**src/rtl/spi_regbank_pkg.sv**
```systemverilog
// rtl/spi_regbank_pkg.sv - shared constants and types for the SPI register bank
package spi_regbank_pkg;

    localparam int INSTR_SIZE = 16;
    localparam int RW_BIT     = 15;
    localparam int W_MSB      = 14;
    localparam int W_LSB      = 13;
    localparam int ADDR_FIELD = 13;

    localparam logic [1:0] W_1      = 2'b00;
    localparam logic [1:0] W_2      = 2'b01;
    localparam logic [1:0] W_3      = 2'b10;
    localparam logic [1:0] W_STREAM = 2'b11;

    typedef enum logic [1:0] {IDLE, INSTR, DATA, DONE} state_t;

endpackage

```
**src/rtl/spi_sync_edge.sv**
```systemverilog
// rtl/spi_sync_edge.sv - two-flop synchroniser with rise/fall event detection
module spi_sync_edge #(
    parameter logic RST_VAL = 1'b0
) (
    input  logic clk,
    input  logic rst_n,
    input  logic din,
    output logic level,
    output logic rise,
    output logic fall
);

    logic s1, s2, s3;

    always_ff @(posedge clk or negedge rst_n) begin
        if (!rst_n) begin
            s1 <= RST_VAL;
            s2 <= RST_VAL;
            s3 <= RST_VAL;
        end else begin
            s1 <= din;
            s2 <= s1;
            s3 <= s2;
        end
    end

    assign level = s2;
    assign rise  = s2 & ~s3;
    assign fall  = ~s2 & s3;

endmodule

```
**src/rtl/spi_regbank_sync.sv**
```systemverilog
// rtl/spi_regbank_sync.sv - oversampled SPI slave with ADI-style instructions and a register bank
module spi_regbank_sync
    import spi_regbank_pkg::*;
#(
    parameter int ADDR_SIZE = 8,
    parameter int DATA_SIZE = 8,
    parameter int NUM_REGS  = 16,
    parameter logic [NUM_REGS*DATA_SIZE-1:0] RESET_VAL = '0,
    parameter logic [NUM_REGS-1:0]           RO_MASK   = '0
) (
    input  logic                          I_clk,
    input  logic                          _I_rstb,
    input  logic                          I_sclk,
    input  logic                          _I_csb,
    input  logic                          I_sdi,
    output logic                          O_sdo,
    output logic                          O_sdo_oe,
    input  logic [NUM_REGS*DATA_SIZE-1:0] I_ro_data,
    output logic [NUM_REGS*DATA_SIZE-1:0] O_regs,
    output logic                          O_wr_stb,
    output logic [ADDR_SIZE-1:0]          O_wr_addr,
    output logic                          O_busy
);

    localparam int SR_W  = (DATA_SIZE > INSTR_SIZE) ? DATA_SIZE : INSTR_SIZE;
    localparam int CNT_W = $clog2(SR_W) + 1;

    logic sclk_lvl, sclk_rise, sclk_fall;
    logic csb_lvl, csb_rise, csb_fall;
    logic sdi_lvl, sdi_rise, sdi_fall;

    spi_sync_edge #(.RST_VAL(1'b0)) u_sclk (.clk(I_clk), .rst_n(_I_rstb), .din(I_sclk),
        .level(sclk_lvl), .rise(sclk_rise), .fall(sclk_fall));
    spi_sync_edge #(.RST_VAL(1'b1)) u_csb (.clk(I_clk), .rst_n(_I_rstb), .din(_I_csb),
        .level(csb_lvl), .rise(csb_rise), .fall(csb_fall));
    spi_sync_edge #(.RST_VAL(1'b0)) u_sdi (.clk(I_clk), .rst_n(_I_rstb), .din(I_sdi),
        .level(sdi_lvl), .rise(sdi_rise), .fall(sdi_fall));

    state_t                 state;
    logic [CNT_W-1:0]       bit_cnt;
    logic [SR_W-1:0]        sr_in;
    logic [DATA_SIZE-1:0]   sr_out;
    logic                   rw;
    logic [1:0]             w;
    logic [1:0]             word_cnt;
    logic [ADDR_SIZE-1:0]   addr;
    logic                   wr_pend;
    logic [ADDR_SIZE-1:0]   pend_addr;
    logic [DATA_SIZE-1:0]   pend_data;
    logic [DATA_SIZE-1:0]   regs [NUM_REGS];

    logic [SR_W-1:0]      sr_next;
    logic [ADDR_SIZE-1:0] instr_addr;
    logic [ADDR_SIZE-1:0] addr_dec;

    assign sr_next    = {sr_in[SR_W-2:0], sdi_lvl};
    assign instr_addr = sr_next[ADDR_SIZE-1:0];
    assign addr_dec   = addr - 1'b1;

    // Out-of-range addresses read as zero; read-only slots come from the live inputs.
    function automatic logic [DATA_SIZE-1:0] read_val(input logic [ADDR_SIZE-1:0] a);
        read_val = '0;
        for (int i = 0; i < NUM_REGS; i++)
            if (a == ADDR_SIZE'(i))
                read_val = RO_MASK[i] ? I_ro_data[i*DATA_SIZE +: DATA_SIZE] : regs[i];
    endfunction

    function automatic logic writable(input logic [ADDR_SIZE-1:0] a);
        writable = 1'b0;
        for (int i = 0; i < NUM_REGS; i++)
            if (a == ADDR_SIZE'(i))
                writable = !RO_MASK[i];
    endfunction

    always_ff @(posedge I_clk or negedge _I_rstb) begin
        if (!_I_rstb) begin
            state     <= IDLE;
            bit_cnt   <= '0;
            sr_in     <= '0;
            sr_out    <= '0;
            rw        <= 1'b0;
            w         <= W_1;
            word_cnt  <= '0;
            addr      <= '0;
            wr_pend   <= 1'b0;
            pend_addr <= '0;
            pend_data <= '0;
            O_sdo     <= 1'b0;
            O_sdo_oe  <= 1'b0;
            O_wr_stb  <= 1'b0;
            O_wr_addr <= '0;
            O_busy    <= 1'b0;
            for (int i = 0; i < NUM_REGS; i++)
                regs[i] <= RESET_VAL[i*DATA_SIZE +: DATA_SIZE];
        end else begin
            O_wr_stb <= 1'b0;
            O_busy   <= ~csb_lvl;

            // The word was fully received last cycle, so a pending write survives CSB rising now.
            if (wr_pend) begin
                for (int i = 0; i < NUM_REGS; i++)
                    if (pend_addr == ADDR_SIZE'(i))
                        regs[i] <= pend_data;
                O_wr_stb  <= 1'b1;
                O_wr_addr <= pend_addr;
                wr_pend   <= 1'b0;
            end

            if (csb_lvl) begin
                state    <= IDLE;
                bit_cnt  <= '0;
                O_sdo    <= 1'b0;
                O_sdo_oe <= 1'b0;
            end else begin
                case (state)
                    IDLE: begin
                        if (csb_fall) begin
                            state    <= INSTR;
                            bit_cnt  <= '0;
                            word_cnt <= '0;
                        end
                    end
                    INSTR: begin
                        if (sclk_rise) begin
                            sr_in <= sr_next;
                            if (bit_cnt == CNT_W'(INSTR_SIZE - 1)) begin
                                bit_cnt <= '0;
                                rw      <= sr_next[RW_BIT];
                                w       <= sr_next[W_MSB:W_LSB];
                                addr    <= instr_addr;
                                sr_out  <= read_val(instr_addr);
                                state   <= DATA;
                            end else begin
                                bit_cnt <= bit_cnt + 1'b1;
                            end
                        end
                    end
                    DATA: begin
                        if (sclk_rise) begin
                            sr_in <= sr_next;
                            if (bit_cnt == CNT_W'(DATA_SIZE - 1)) begin
                                bit_cnt  <= '0;
                                word_cnt <= word_cnt + 2'd1;
                                addr     <= addr_dec;
                                sr_out   <= read_val(addr_dec);
                                if (!rw && writable(addr)) begin
                                    wr_pend   <= 1'b1;
                                    pend_addr <= addr;
                                    pend_data <= sr_next[DATA_SIZE-1:0];
                                end
                                if (w != W_STREAM && word_cnt == w)
                                    state <= DONE;
                            end else begin
                                bit_cnt <= bit_cnt + 1'b1;
                            end
                        end else if (sclk_fall) begin
                            O_sdo  <= sr_out[DATA_SIZE-1];
                            sr_out <= sr_out << 1;
                            if (rw)
                                O_sdo_oe <= 1'b1;
                        end
                    end
                    default: ;
                endcase
            end
        end
    end

    for (genvar g = 0; g < NUM_REGS; g++) begin : g_regs_out
        assign O_regs[g*DATA_SIZE +: DATA_SIZE] = regs[g];
    end

endmodule

```
**config.mk**
```make
export PLATFORM = sky130hd
export DESIGN_NAME = spi_regbank_sync
export DESIGN_NICKNAME = d
export VERILOG_FILES = /design/src/rtl/spi_regbank_pkg.sv /design/src/rtl/spi_sync_edge.sv /design/src/rtl/spi_regbank_sync.sv
export SDC_FILE = /design/constraint.sdc
export NUM_CORES = 1
export LEC_CHECK = 0
export CORE_MARGIN = 8
export CORE_UTILIZATION = 30
export CTS_CLUSTER_DIAMETER = 30
export DETAILED_ROUTE_END_ITERATION = 6
export PLACE_DENSITY_LB_ADDON = 0.08
export SETUP_SLACK_MARGIN = 0.02
export SYNTH_ARGS = -nofsm -noshare
export SYNTH_HDL_FRONTEND = slang
export SYNTH_SLANG_ARGS = --single-unit
export TNS_END_PERCENT = 100
```
**constraint.sdc**
```tcl
create_clock -name I_clk -period 7.04 [get_ports I_clk]
set_clock_uncertainty 0.2 [all_clocks]
set_input_delay 1.76 -clock I_clk [delete_from_list [all_inputs] [get_ports I_clk]]
set_output_delay 1.76 -clock I_clk [all_outputs]
set_load 0.005 [all_outputs]
```
Yosys cells after proc, flatten, opt, wreduce, memory -nomap -nowiden
Cells that the tools add are included.

cells by class
  $add $sub $neg = 3
  equal/unequal tests = 80
  mux-type cells = 97
  bitwise gates (word level) = 6
  reductions and logical operators = 41

operators with widths
  operator               count
  $mux W8                41
  $eq A8 B4 Y1 const B   32
  $eq A8 B3 Y1 const B   16
  $eq A8 B2 Y1 const B   8
  $mux W1                35
  $eq A8 B1 Y1 const B   4
  $logic_not A8 Y1       4
  $pmux W8 S2            2
  $reduce_and A2 Y1      16
  $mux W5                6
  $mux W2                10
  $ne A3 B2 Y1 const B   6
  $pmux W5 S3            1
  $ne A2 B2 Y1 const B   6
  $reduce_and A4 Y1      3
  $reduce_and A6 Y1      2
  $reduce_and A5 Y1      2
  $reduce_bool A2 Y1     5
  $sub A8 B1 Y8 const B  1
  $reduce_and A7 Y1      1
  $ne A3 B3 Y1 const B   2
  $pmux W2 S3            1
  $reduce_and A3 Y1      2
  $add A5 B1 Y5 const B  1
  15 further kinds       20

word-level totals
  bits in registers = 208

Depth between registers and ports, before layout
Gate-level depths: netlist of run 1.

  depth after elaboration = 27
  mapped depth = 13

By module
Synthesis of run 1 repeated with hierarchy kept, for this count alone.

unflattened totals
  cell total of the unflattened synthesis = 1151
  area total of the unflattened synthesis = 11663.7 sq um

by module, submodules not included
  module                       times used  cells each  area each (sq um)
  spi_regbank_sync             1           1136        11389.7
  spi_sync_edge at u_sclk ...  2           5           90.1
  spi_sync_edge at u_csb       1           5           93.8

Worst setup path before layout of run 1
Ideal clock, no wire load.

  path type = flip-flop to flip-flop
  from = reg addr[0]
  to = reg sr_out[0]
  arrival time = 2654 ps
  data required time = 6719 ps
  setup slack = 4065 ps
  stages on the path, launching flop included = 11
  buffers on the path = 2
  period minus slack after synthesis = 2975 ps
  cells stage by stage = dfrtp_1 buf_2 or4_4 xnor2_4 o41a_1 buf_6 nor3_2 a21oi_1 a221oi_1 a31oi_1 o22a_1

on the way
  cells in the longest elaborated chain, start to end = 21
  elaborated cells on any way between the ends = 36

RTL lines
  item                    line                     source
  start, declared         spi_regbank_sync.sv:46   logic [ADDR_SIZE-1:0] addr;
  start signal, assigned  spi_regbank_sync.sv:130  addr <= instr_addr;
  start signal, assigned  spi_regbank_sync.sv:144  addr <= addr_dec;
  $sub A8 B1 Y8 *         spi_regbank_sync.sv:58   assign addr_dec = addr - 1'b1;
  $logic_not A8 Y1        spi_regbank_sync.sv:64   if (a == ADDR_SIZE'(i))
  $mux W8 (15 in a row)   spi_regbank_sync.sv:64
  $mux W8 *               spi_regbank_sync.sv:64
  $mux W8 *               spi_regbank_sync.sv:141  if (bit_cnt == CNT_W'(DATA_SIZE - 1)) begin
  $mux W8 *               spi_regbank_sync.sv:139  if (sclk_rise) begin
  $pmux W8 S2 *           spi_regbank_sync.sv:115  case (state)
  end signal, assigned    spi_regbank_sync.sv:131  sr_out <= read_val(instr_addr);
  end signal, assigned    spi_regbank_sync.sv:145  sr_out <= read_val(addr_dec);
  end signal, assigned    spi_regbank_sync.sv:158  sr_out <= sr_out << 1;
  end, declared           spi_regbank_sync.sv:42   logic [DATA_SIZE-1:0] sr_out;

Every way passes the cells marked *; elsewhere a longest branch is shown, timed or not. The select of a mux whose other input is x is not followed.
A chain may end at the register's enable or synchronous reset.

Worst setup path in the final report of run 1
  from = reg addr[0]
  to = reg sr_out[7]

The elaborated chain is that of the path after synthesis.

==> flow_summary.toml, run 1 <==
[logic_synthesis]
synth_seq_cells = 208
synth_top_cell_by_area = "dfrtp_1"
yosys-top-cells-area = "dfrtp_1, mux2_2, nand2_1, a21oi_1, o21ai_0"
ys_warn_count = 0
seq_area_frac_synth_pct = 45.46
synthCells = 1099
synth-edff-count = 0
syn_area_um2 = 11460
synthDistinctLibCells = 85
syn_nets = 1245
yosys.area.top_type_share_pct = 44.77
synthArstFlopShare_pct = 100.0
ys.flop_type = "dfrtp_1"
syn_area_per_cell_um2 = 10.43

[route]
via_per_inst = 5.488
drc = 0
dr.pass1.iters = 6
met1Wirelength_mm = 21.11
drt-total-wl_mm = 46.08
drt_iter0_markers = 810
routed-wl-met2_mm = 20.51
vias = 9916
route.met3.wl_mm = 2.963
highest_layer = "met4"
routedWlPerCell_um = 25.50
ant_nets = 0

[sta]
fin_tns_setup_ns = 0
hold-worst-slack_ns = 0.1454
period_needed_ns = 4.114
hold_violations = 0
setup_viol = 0
max_freq_mhz = 243.1
finalCritPeriodShare_pct = 58.43
relSlewSlack_pct = 19.09
worst_slew_pin_slew_ns = 1.211
rsz0062_at_grt = "false"
setup_slack_ns = 2.927
maxSlewViolCount = 0

[min_path]
hold_class = "reg2reg"

[cells_and_area]
fin_nets = 1391
fill_cells = 3776
diodes = 0
drive_gt1_share_pct = 25.15
fin_cells = 1807
area_growth_syn_to_layout_pct = 35.02

[power_and_ir_drop]
p_total_mw = 5.570
powerDensity_nw_per_um2 = 360.0
peakVddDrop_mv = 0.1960
leakage_nw = 6.584

[clock_tree]
clock_sinks = 208
clockBufferDepth = 3
hold_buffers = 0
cts_root_buffer = "clkbuf_16"
cts_tree = "yes"
cts_buffers = 60
clk_pin_slew_worst_paths_ns = 0.05
cts_max_level = 2
insertion_delay_ns = 0.59
post_cts_buffers = 0
cts_resized = 0

[place]
dp_cells = 1694
dp_hpwl_mm = 31.37
io_buffer_count = 144
gp_congestion = 0.8981
pre_cts_ws_ns = 2.968

[setup_path]
cp.required_ns = 7.32
critPathMaxFanout = 19
critPathKind = "reg2reg"
critPathArrivalTime_ns = 4.40
critPathCaptureType = "register"
start_kind = "register"

[outcome]
status = "finished clean"

[global_route]
grt-ovfl-total = 0
grt_pass1_vias = 10329
grt_pass1_wl_mm = 69.14
track_usage_pct = 20.54
antenna_found_initial = 1
grt_start_max_net_pins = 114

[floorplanning]
start_util_pct = 30.42
dieArea_um2 = 44700
core-area_um2 = 37670
die_h_um = 211.4
ios = 273
die_x_um = 211.4
rows = 71

[job]
cap_viol_max_count = 0
-- layer usage --
layer / up-vias / track usage (%)
met2: 373 / 30.99
met1: 5020 / 28.13
met4: 0 / 8.004
met3: 94 / 4.925
met5: - / 0
li1: 4429 / -
-- cells by family (layout without fill, tap and decap cells) --
family / Yosys count / after routing / share of synthesized area, %
AOI/OAI and AO/OA: 280 / 280 / 16.50
xor gates and xnor gates: 2 / 2 / 0.3167
adders and majority gates: 13 / 13 / 1.420
buffers and inverters: 99 / 296 / 3.527
DFF: 208 / 208 / 45.46
muxes: 188 / 188 / 19.39
and+or+nand+nor: 309 / 309 / 13.38
-- power by group --
group          leakage, nW  internal [mW]  switching, mW
Sequential            2.86           1.25          0.123
Combinational         2.70          0.429          0.983
Clock                 1.02           1.93          0.848
-- Yosys cell counts (all sizes together) (15+ instances only) --
master / number
a21oi: 67
a31oi: 17
buf: 17
clkbuf: 57
dfrtp: 205
inv: 23
mux2: 162
mux2i: 15
nand2: 112
nand3: 38
nor2: 59
nor3: 17
o21ai: 67
o22ai: 21
-- critical path, stage by stage, from the launching register on --
cell	delay [ns]
dfrtp_1	0.50
inv_1	0.18
ha_1	0.36
nor3b_4	0.45
o41a_1	0.94
a211oi_1	0.33
a2111oi_0	0.51
o21ai_1	0.23
a41o_1	0.28
-- final cells by class --
type	instances	area [um^2]	area share, %
multi-input cells	792	5847	37.80
flip-flops and latches	208	5211	33.69
clock buffers	71	1623	10.49
repair buffers	158	1564	10.11
well taps	511	639.4	4.133
clock inverters	42	491.7	3.179
inverters	25	93.84	0.6066
-- cell usage in the layout, fill, tap and decap left out, types with 9 or more instances in the layout --
| cell | n |
|---|---|
| mux4_2 | 11 |
| a221oi_1 | 10 |
| clkinvlp_4 | 10 |
| o21ai_0 | 62 |
| o22ai_1 | 20 |
| dfrtp_1 | 203 |
| clkbuf_16 | 60 |
| a31oi_1 | 16 |
| clkinv_2 | 14 |
| a21oi_1 | 67 |
| nand2_1 | 112 |
| a211oi_1 | 10 |
| mux2i_1 | 15 |
| nand3_1 | 38 |
| nand3b_1 | 9 |
| nor3_1 | 13 |
| or3_1 | 9 |
| mux2_2 | 162 |
| ha_1 | 12 |
| nand2b_1 | 9 |
| nor2_1 | 57 |
| clkdlybuf4s50_1 | 143 |
| o221ai_1 | 12 |
| inv_1 | 22 |
| buf_4 | 13 |
| nor2b_1 | 14 |
-- flip-flops by register name, summed over array words and instances (netlist names), 2 cells and up --
name       flops
O_regs       128
O_wr_addr      8
addr           8
bit_cnt        5
pend_addr      8
pend_data      8
sr_in         15
sr_out         8
state          2
w              2
word_cnt       2
-- final timing paths --
check	cells after the start	slack, ns	from	endpoint
min in group asynchronous	1	0.95	_I_rstb	O_wr_stb
min	0	0.15	u_sdi.s1	u_sdi.level
min reg2reg	0	0.15	u_sdi.s1	u_sdi.level
max	8	2.93	addr[0]	sr_out[7]
max in group asynchronous	2	4.61	_I_rstb	O_regs[89]
max reg2reg	8	2.93	addr[0]	sr_out[7]
-- through the flow --
step                      instance area [um^2]  utilization, %
final                                    15470           41.07
after global routing                     15470           41.07
after CTS                                15470           41.07
after detailed placement                 13360           35.46
after global placement                   13360           35.46
after floorplan                          11460               -
Power figures use the tool's default switching activity.
==> inputs of run 2 (changes only) <==
clock period = 3.4 ns   (was 7.04 ns; I/O delays follow)
==> run 2 against run 1 <==
Effect of this change: total power rose by 120%; final cell count grew 3.3%; wire length up 1.9%; via count grew 2.4%; maximum frequency grew 25%; first-iteration DRC count is 19% lower; global-route usage rose by 0.31 points; cell area up 4.6%; combinational power rose by 140%; non-clock buffer count increased by 63; critical path type unchanged.
==> flow_summary.toml, run 2 (synthesis results as in run 1) <==
[outcome]
status = "finished clean"

[clock_tree]
clock_sinks = 208
insertion_delay_ns = 0.58
cts_root_buffer = "clkbuf_16"
cts_tree = "yes"
cts_max_level = 2
clockBufferDepth = 3
cts_buffers = 58
clk_pin_slew_worst_paths_ns = 0.05
hold_buffers = 0

[global_route]
grt-ovfl-total = 0
grt_start_max_net_pins = 71
grt_pass1_vias = 10366
grt_pass1_wl_mm = 69.87
antenna_found_initial = 1
track_usage_pct = 20.85

[sta]
fin_tns_setup_ns = 0
period_needed_ns = 3.295
relSlewSlack_pct = 22.26
setup_viol = 0
rsz0062_at_grt = "true"
finalCritPeriodShare_pct = 96.93
maxSlewViolCount = 0
setup_slack_ns = 0.1045
max_freq_mhz = 303.4
worst_slew_pin_slew_ns = 1.166
hold_violations = 0

[route]
drc = 0
ant_nets = 0
drt_iter0_markers = 653
dr.pass1.iters = 5
routedWlPerCell_um = 25.14
drt-total-wl_mm = 46.94
via_per_inst = 5.437
vias = 10151

[place]
dp_hpwl_mm = 33.19
place_area_um2 = 13840
gp_congestion = 0.9225
io_buffer_count = 144
pre_cts_ws_ns = -0.05485

[setup_path]
cpPeakStageDelay_ns = 0.59
critPathCaptureType = "register"
path_cells = "or4_4 > xnor2_4 > o41a_1 > buf_4 > nor2_2 > buf_4 > a221oi_1 > o21ai_2 > a22oi_1 > o22a_1"
cp.required_ns = 3.71
start_kind = "register"
slowest_stage = "or4_4"
critPathKind = "reg2reg"
worstReg2RegEnd = "sr_out[5]"
critPathArrivalTime_ns = 3.61
critPathMaxFanout = 10
critPathTopFamily = "compound AO/OA/AOI/OAI gates"
r2r-start = "addr[1]"
cp.depth = 10
crit_path_frequent_cell = "buf_4"
worstPathBufferInverterCount = 2
r2r_slack_ns = 0.10
r2r_cells = 10

[min_path]
hold_class = "in2async"

[floorplanning]
dieArea_um2 = 44700
core-area_um2 = 37670
rows = 71
ios = 273
start_util_pct = 30.42
die_x_um = 211.4
die_h_um = 211.4

[cells_and_area]
fin_nets = 1452
stdcell_area_um2 = 16180
layout_commonest_cell = "dfrtp_1"
utilization_pct = 42.94
area_growth_syn_to_layout_pct = 41.18
final_cell_mix = "dfrtp_1, mux2_2, clkdlybuf4s50_1"
largest_reg_flops = 128
drive_gt1_share_pct = 28.73

[job]
cap_viol_max_count = 0

[power_and_ir_drop]
powerDensity_nw_per_um2 = 771.4
leakage_nw = 7.011
peakVddDrop_mv = 0.3807
## run 2: worst register-to-register path: cells and delay by family (launching register included)
family,cells,cell delay [ns]
xor+xnor,1,0.23
buf+inv,2,0.44
compound gates,5,1.33
flops,1,0.37
simple gates,2,0.65
## run 2: layout make-up
class                           count  area, um^2
Timing Repair Buffer              221        2074
Inverter                           25       93.84
Tap cell                          511       639.4
Clock buffer                       74        1643
Multi-Input combinational cell    792        5878
Sequential cell                   208        5211
Fill cell                        3708       21490
Antenna cell                        2       5.005
Clock inverter                     34       630.6
## run 2: what timing repair did
action                     4_1_cts  5_1_grt
resized for setup                2        5
setup endpoints to repair        2        6
pin swaps                        0        1
setup buffers                    0        3
## run 2: routing by layer
layer	vias up	GRT usage (%)	wire length [um]
met1	5174	28.60	21650
met5	-	0	0
met2	353	31.99	21290
met4	0	7.932	1367
met3	71	4.333	2638
li1	4553	-	-
## run 2: how the worst max path moves through the flow
stage / from / endpoint
floorplan: addr[0] / sr_out[0]
global placement: addr[0] / sr_out[6]
detailed placement: addr[1] / sr_out[6]
CTS: addr[1] / sr_out[5]
global route: addr[1] / sr_out[6]
finish: addr[1] / sr_out[5]
## run 2: power breakdown
group / total, mW / internal, mW / switching (mW)
registers: 2.78 / 2.60 / 0.179
logic: 3.42 / 1.20 / 2.22
clock network: 6.28 / 4.65 / 1.64
total: 12.5 / 8.44 / 4.03
## run 2: per-stage QoR
step | std cells | total power, mW | hold slack [ns]
after floorplan | 1099 | 4.853 | 0.1312
after global placement | 1754 | 6.092 | 0.1345
after detailed placement | 1754 | 6.093 | 0.1370
after CTS | 1862 | 12.47 | 0.05676
after global routing | 1865 | 12.95 | 0.07976
final | 1867 | 12.48 | 0.05472
